==> config.mk <==
export PLATFORM = sky130hd
export DESIGN_NAME = imm_gen_pipe
export DESIGN_NICKNAME = d
export VERILOG_FILES = /design/src/rtl/imm_gen_pipe_pkg.sv /design/src/rtl/imm_gen_pipe_imm_decode.sv /design/src/rtl/imm_gen_pipe.sv
export SDC_FILE = /design/constraint.sdc
export NUM_CORES = 1
export LEC_CHECK = 0
export ABC_AREA = 1
export ABC_CLOCK_PERIOD_IN_PS = 3070
export CAP_MARGIN = 10
export CORE_MARGIN = 2
export CORE_UTILIZATION = 55
export DETAILED_ROUTE_END_ITERATION = 6
export GPL_TIMING_DRIVEN = 0
export PLACE_DENSITY_LB_ADDON = 0.15
export SLEW_MARGIN = 20
export SYNTH_ARGS = -nofsm -noshare
export SYNTH_HDL_FRONTEND = slang
export SYNTH_SLANG_ARGS = --single-unit
==> constraint.sdc <==
create_clock -name clk_i -period 3.07 [get_ports clk_i]
set_input_delay 0.7675 -clock clk_i [delete_from_list [all_inputs] [get_ports clk_i]]
set_output_delay 0.7675 -clock clk_i [all_outputs]
set_load 0.05 [all_outputs]
==> src/rtl/imm_gen_pipe_pkg.sv <==
// Shared RV32I decode constants, immediate format codes and skid-buffer states
// for the pipelined immediate generator.
package imm_gen_pipe_pkg;

  localparam int unsigned INST_WIDTH = 32;
  localparam int unsigned OPCODE     = 7;

  localparam logic [OPCODE-1:0] OP_ALU    = 7'b0110011;
  localparam logic [OPCODE-1:0] OP_ALUI   = 7'b0010011;
  localparam logic [OPCODE-1:0] OP_LOAD   = 7'b0000011;
  localparam logic [OPCODE-1:0] OP_STORE  = 7'b0100011;
  localparam logic [OPCODE-1:0] OP_BRANCH = 7'b1100011;
  localparam logic [OPCODE-1:0] OP_JAL    = 7'b1101111;
  localparam logic [OPCODE-1:0] OP_JALR   = 7'b1100111;
  localparam logic [OPCODE-1:0] OP_LUI    = 7'b0110111;
  localparam logic [OPCODE-1:0] OP_AUIPC  = 7'b0010111;
  localparam logic [OPCODE-1:0] OP_SYSTEM = 7'b1110011;

  typedef enum logic [2:0] {
    FMT_R   = 3'd0,
    FMT_I   = 3'd1,
    FMT_S   = 3'd2,
    FMT_B   = 3'd3,
    FMT_U   = 3'd4,
    FMT_J   = 3'd5,
    FMT_CSR = 3'd6
  } imm_fmt_e;

  typedef enum logic [1:0] {
    BUF_EMPTY = 2'd0,
    BUF_ONE   = 2'd1,
    BUF_TWO   = 2'd2
  } buf_state_e;

endpackage

==> src/rtl/imm_gen_pipe_imm_decode.sv <==
// Combinational RV32I immediate decoder, sign-extended from bit 31 to XLEN.
// IMM_ZICSR_EN: decode csrr*i zimm as a zero-extended CSR immediate.
module imm_decode
  import imm_gen_pipe_pkg::*;
#(
  parameter int unsigned XLEN = 32
) (
  input  logic [INST_WIDTH-1:0] inst_i,
  output logic [XLEN-1:0]       imm_o,
  output imm_fmt_e              fmt_o,
  output logic                  illegal_o
);

  logic [OPCODE-1:0] opcode;
  logic [31:0]       imm32;

  always_comb begin
    opcode    = inst_i[OPCODE-1:0];
    imm32     = '0;
    fmt_o     = FMT_R;
    illegal_o = 1'b0;
    if (inst_i[1:0] != 2'b11) begin
      illegal_o = 1'b1;
    end else begin
      unique case (opcode)
        OP_ALUI, OP_LOAD, OP_JALR: begin
          imm32 = {{20{inst_i[31]}}, inst_i[31:20]};
          fmt_o = FMT_I;
        end
        OP_SYSTEM: begin
`ifdef IMM_ZICSR_EN
          if (inst_i[14]) begin
            imm32 = {27'b0, inst_i[19:15]};
            fmt_o = FMT_CSR;
          end else begin
            imm32 = {{20{inst_i[31]}}, inst_i[31:20]};
            fmt_o = FMT_I;
          end
`else
          imm32 = {{20{inst_i[31]}}, inst_i[31:20]};
          fmt_o = FMT_I;
`endif
        end
        OP_STORE: begin
          imm32 = {{20{inst_i[31]}}, inst_i[31:25], inst_i[11:7]};
          fmt_o = FMT_S;
        end
        OP_BRANCH: begin
          imm32 = {{19{inst_i[31]}}, inst_i[31], inst_i[7], inst_i[30:25],
                   inst_i[11:8], 1'b0};
          fmt_o = FMT_B;
        end
        OP_LUI, OP_AUIPC: begin
          imm32 = {inst_i[31:12], 12'b0};
          fmt_o = FMT_U;
        end
        OP_JAL: begin
          imm32 = {{11{inst_i[31]}}, inst_i[31], inst_i[19:12], inst_i[20],
                   inst_i[30:21], 1'b0};
          fmt_o = FMT_J;
        end
        OP_ALU: begin
          imm32 = '0;
          fmt_o = FMT_R;
        end
        default: begin
          illegal_o = 1'b1;
        end
      endcase
    end
    // CSR zimm has bit 31 clear, so a single sign-extension covers every format.
    imm_o       = {XLEN{imm32[31]}};
    imm_o[31:0] = imm32;
  end

endmodule

==> src/rtl/imm_gen_pipe.sv <==
// Registered valid/ready immediate generator with a 2-entry skid buffer and tag
// pass-through. Decode behaviour depends on IMM_ZICSR_EN (see imm_decode).
module imm_gen_pipe
  import imm_gen_pipe_pkg::*;
#(
  parameter int unsigned XLEN  = 32,
  parameter int unsigned TAG_W = 32
) (
  input  logic                  clk_i,
  input  logic                  rst_i,
  input  logic                  in_valid_i,
  output logic                  in_ready_o,
  input  logic [INST_WIDTH-1:0] inst_i,
  input  logic [TAG_W-1:0]      tag_i,
  output logic                  out_valid_o,
  input  logic                  out_ready_i,
  output logic [XLEN-1:0]       imm_o,
  output imm_fmt_e              fmt_o,
  output logic                  illegal_o,
  output logic [TAG_W-1:0]      tag_o
);

  logic [XLEN-1:0] dec_imm;
  imm_fmt_e        dec_fmt;
  logic            dec_ill;

  imm_decode #(.XLEN(XLEN)) u_decode (
    .inst_i    (inst_i),
    .imm_o     (dec_imm),
    .fmt_o     (dec_fmt),
    .illegal_o (dec_ill)
  );

  buf_state_e      state_q, state_d;
  logic            out_valid_q, out_valid_d;
  logic            in_ready_q, in_ready_d;
  logic [XLEN-1:0] imm_q, imm_d, skid_imm_q, skid_imm_d;
  imm_fmt_e        fmt_q, fmt_d, skid_fmt_q, skid_fmt_d;
  logic            ill_q, ill_d, skid_ill_q, skid_ill_d;
  logic [TAG_W-1:0] tag_q, tag_d, skid_tag_q, skid_tag_d;

  logic accept;
  logic drain;

  always_comb begin
    accept     = in_valid_i & in_ready_q;
    drain      = out_valid_q & out_ready_i;
    state_d    = state_q;
    imm_d      = imm_q;
    fmt_d      = fmt_q;
    ill_d      = ill_q;
    tag_d      = tag_q;
    skid_imm_d = skid_imm_q;
    skid_fmt_d = skid_fmt_q;
    skid_ill_d = skid_ill_q;
    skid_tag_d = skid_tag_q;
    unique case (state_q)
      BUF_EMPTY: begin
        if (accept) begin
          imm_d   = dec_imm;
          fmt_d   = dec_fmt;
          ill_d   = dec_ill;
          tag_d   = tag_i;
          state_d = BUF_ONE;
        end
      end
      BUF_ONE: begin
        if (accept && drain) begin
          imm_d = dec_imm;
          fmt_d = dec_fmt;
          ill_d = dec_ill;
          tag_d = tag_i;
        end else if (accept) begin
          skid_imm_d = dec_imm;
          skid_fmt_d = dec_fmt;
          skid_ill_d = dec_ill;
          skid_tag_d = tag_i;
          state_d    = BUF_TWO;
        end else if (drain) begin
          state_d = BUF_EMPTY;
        end
      end
      BUF_TWO: begin
        if (drain) begin
          imm_d   = skid_imm_q;
          fmt_d   = skid_fmt_q;
          ill_d   = skid_ill_q;
          tag_d   = skid_tag_q;
          state_d = BUF_ONE;
        end
      end
      default: begin
        state_d = BUF_EMPTY;
      end
    endcase
    out_valid_d = (state_d != BUF_EMPTY);
    in_ready_d  = (state_d != BUF_TWO);
  end

  always_ff @(posedge clk_i) begin
    if (rst_i) begin
      state_q     <= BUF_EMPTY;
      out_valid_q <= 1'b0;
      in_ready_q  <= 1'b1;
      imm_q       <= '0;
      fmt_q       <= FMT_R;
      ill_q       <= 1'b0;
      tag_q       <= '0;
      skid_imm_q  <= '0;
      skid_fmt_q  <= FMT_R;
      skid_ill_q  <= 1'b0;
      skid_tag_q  <= '0;
    end else begin
      state_q     <= state_d;
      out_valid_q <= out_valid_d;
      in_ready_q  <= in_ready_d;
      imm_q       <= imm_d;
      fmt_q       <= fmt_d;
      ill_q       <= ill_d;
      tag_q       <= tag_d;
      skid_imm_q  <= skid_imm_d;
      skid_fmt_q  <= skid_fmt_d;
      skid_ill_q  <= skid_ill_d;
      skid_tag_q  <= skid_tag_d;
    end
  end

  assign in_ready_o  = in_ready_q;
  assign out_valid_o = out_valid_q;
  assign imm_o       = imm_q;
  assign fmt_o       = fmt_q;
  assign illegal_o   = ill_q;
  assign tag_o       = tag_q;

endmodule

==> results.sh <==
export IMPL_ctsResizeCount=0
export IMPL_io_pins=138
export IMPL_cts_tree="done"
export IMPL_ir_drop_v=0.000661
export IMPL_grt_max_degree=17
export IMPL_cts_made_buffers=17
export IMPL_first_pass_iters=5
export IMPL_min_from="skid_tag_q[7]$_SDFFE_PP0P_"
export IMPL_crit_type="reg -> out"
export IMPL_end_kind="output port"
export IMPL_holdPathEnd="tag_o[7]$_SDFFE_PP0P_"
export IMPL_worstRegToRegCells=5
export IMPL_r2r_setup_slack_ns=1.23
export IMPL_setup_violations=0
export IMPL_grt_pass1_vias=6115
export IMPL_maxCapViolCount=0
export IMPL_synthFlopType="dfxtp_1"
export IMPL_synth_area_um2=6250
export IMPL_ys_ff_latch=140
export IMPL_dieHeight_um=111
export IMPL_crit_chain="clkdlybuf4s50_1"
export IMPL_insertion_delay_ns=0.41
export IMPL_holdCritPathClass="reg -> reg"
export IMPL_dp_hpwl_um=12700
export IMPL_yosysWarnings=0
export IMPL_dr_total_vias=6672
export IMPL_grt_overflow_total=0
export IMPL_postCtsSetupBuffers=0
export IMPL_synth_common_cells="nand2_1 (179), nor2_1 (148), dfxtp_1 (140)"
export IMPL_antenna_left=0
export IMPL_synth_top_area_cell="dfxtp_1"
export IMPL_synth_top_area_share_pct=44.9
export IMPL_grt_pass1_wl_um=30500
export IMPL_rows=38
export IMPL_drc=0
export IMPL_crit_buf_inv=1
export IMPL_clock_fmax_mhz=422
export IMPL_cts_sinks=140
export IMPL_hold_buffers=0
export IMPL_crit_required_ns=2.30
export IMPL_area_growth_pct=34.7
export IMPL_yosys_top_cells_area="dfxtp_1 (45%), nand2_1 (11%), o21ai_0 (9.9%), nor2_1 (8.9%), a21oi_1 (6.6%)"
export IMPL_synth_distinct_cells=25
export IMPL_viasPerCell=5.51
export IMPL_place_ws_ns=0.471
export IMPL_antennaDiodeCount=0
export IMPL_setup_ws_ns=0.700
export IMPL_hold_depth=2
export IMPL_hold_viol=0
export IMPL_place_congestion=0.974
export IMPL_crit_reg2reg_launch="state_q[0]$_SDFF_PP0_"
export IMPL_synth_edf_count=0
export IMPL_fin_tns_setup_ns=0
export IMPL_port_buffers=137
export IMPL_critPathLaunchType="flop"
export IMPL_p_per_area_nw_per_um2=707
export IMPL_antenna_found_initial=0
export IMPL_drt_iter0_drc=673
export IMPL_async_flop_share_pct=0
export IMPL_yosysMostFrequentCell="nand2_1"
export IMPL_critPathArrivalTime_ns=1.60
export IMPL_syn_avg_cell_area_um2=6.93
export IMPL_h_tree_depth=4
export IMPL_wirelength_um=18800
export IMPL_r2r_end="imm_o[9]$_SDFFE_PP0P_"
export IMPL_initial_core_util_pct=56.9
export IMPL_fin_crit_ns=2.37
export IMPL_critPathTopFamily="buffers and inverters"
export IMPL_cp_slowest_stage_delay_ns=0.82
export IMPL_clk_pin_slew_ns=0.06
export IMPL_core_um2=11000
export IMPL_clockBufferDepth=2
export IMPL_cp_slowest_cell="clkdlybuf4s50_1"
export IMPL_rsz0062_at_grt="false"
export IMPL_worst_pin_slew_ns=0.705
export IMPL_clock_skew_ns=0.00920
export IMPL_syn_nets=970
export IMPL_layout_drive_gt1_share_pct=8.32
export IMPL_floorplan_die_width_um=111
export IMPL_relSlewSlack_pct=53.0
export IMPL_post_drt_wl_per_cell_um=15.6
export IMPL_synth_cells=902
export IMPL_cp_max_fo=2
export IMPL_finalNetCount=1126
export IMPL_post_route_period_util_pct=77.2
export IMPL_run_status="finished, final reports clean"
export IMPL_grtUsageTotal_pct=30.5
export IMPL_die_area_um2=12200
export IMPL_cts_root_buf="clkbuf_16"
export IMPL_ys_seq_area_share_pct=44.9
export IMPL_slew_viol_final=0
export IMPL_p_leak_nw=3.73
[sequential cells by signal, summed over array words and instances, names as in the netlist, 2 cells and up]
| register | flops |
|---|---|
| imm_o | 32 |
| skid_imm_q | 32 |
| skid_tag_q | 32 |
| fmt_o | 3 |
| skid_fmt_q | 3 |
| state_q | 2 |
| tag_o | 32 |
[how the worst max path moves through the flow]
stage,startpoint,endpoint,slack [ns],depth (start not counted)
2_1_floorplan,in_valid_i,skid_tag_q[10]$_SDFFE_PP0P_,1.24,7
4_1_cts,imm_o[27]$_SDFFE_PP0P_,imm_o[27],0.70,1
3_3_place_gp,inst_i[0],imm_o[21]$_SDFFE_PP0P_,0.52,10
5_1_grt,imm_o[28]$_SDFFE_PP0P_,imm_o[28],0.67,1
6_report,tag_o[28]$_SDFFE_PP0P_,tag_o[28],0.70,1
3_5_place_dp,out_ready_i,tag_o[11]$_SDFFE_PP0P_,0.47,8
[worst reg2reg max path, cell delays in order, from the launching register on]
cell and delay (ns):
dfxtp_1 0.45, nor2_4 0.11, o21ai_4 0.34, clkbuf_1 0.59, a21oi_1 0.09, a21oi_1 0.18
[cell type report]
type / instances / area [µm²]
Sequential cell: 140 / 2800
Timing Repair Buffer: 137 / 1370
Clock inverter: 11 / 166
Clock buffer: 20 / 457
Inverter: 52 / 195
Tap cell: 140 / 175
Multi-Input combinational cell: 644 / 2930
Fill cell: 851 / 2560
Buffer: 66 / 324
[metal layers]
metal / share of wire [%] / vias to the layer above / GRT usage, %
li1: - / 3272 / -
met1: 44 / 3040 / 42.1
met2: 46 / 322 / 48.3
met3: 7.7 / 38 / 6.04
met4: 2.2 / 0 / 9.58
met5: 0 / - / 0
[cells by family (layout without fill, tap and decap cells)]
group / count (synthesis) / count (layout) / synth area share (%)
buffers and inverters: 118 / 286 / 8.31
flip-flops: 140 / 140 / 44.9
AO/OA/AOI/OAI: 255 / 255 / 21.5
AND/OR/NAND/NOR: 389 / 389 / 25.4
[power by group]
part	internal [W]	switching, W	leakage (nW)
clock	0.00140	0.000765	0.310
sequential	0.00205	0.000121	1.15
combinational	0.000537	0.00109	2.27
total	0.00398	0.00197	3.73
[placed cells by master (no fill, tap or decap)]
cell type and count:
inv_1 45, buf_6 3, clkbuf_1 28, nor2_4 4, bufinv_16 4, clkbuf_16 17
nand2_2 6, clkbuf_8 2, buf_2 27, clkinv_4 2, o211ai_1 1, o21ai_1 14
clkinv_1 1, a21oi_1 82, clkbuf_2 1, o21ai_0 123, o21ai_4 2, nor2_1 148
buf_4 5, a31oi_1 33, nand4_1 2, clkdlybuf4s50_1 137, clkinv_2 4, or2_1 1
nand3_1 44, nand3_2 1, nor2_2 4, buf_1 3, nand2_1 179, inv_6 1
inv_2 6, dfxtp_1 140
[per-stage QoR]
stage                     hold WS (ns)  total power [W]  instances  instance area [µm²]  utilization, %
after floorplan                  0.455          0.00322        902                 6250               -
after global placement           0.463          0.00378       1179                 7790            71.0
after detailed placement         0.471          0.00380       1179                 7790            71.0
after CTS                        0.479          0.00595       1210                 8420            76.6
after global routing             0.502          0.00618       1210                 8420            76.6
final                            0.478          0.00596       1210                 8420            76.6
Power figures use the tool's default switching activity.
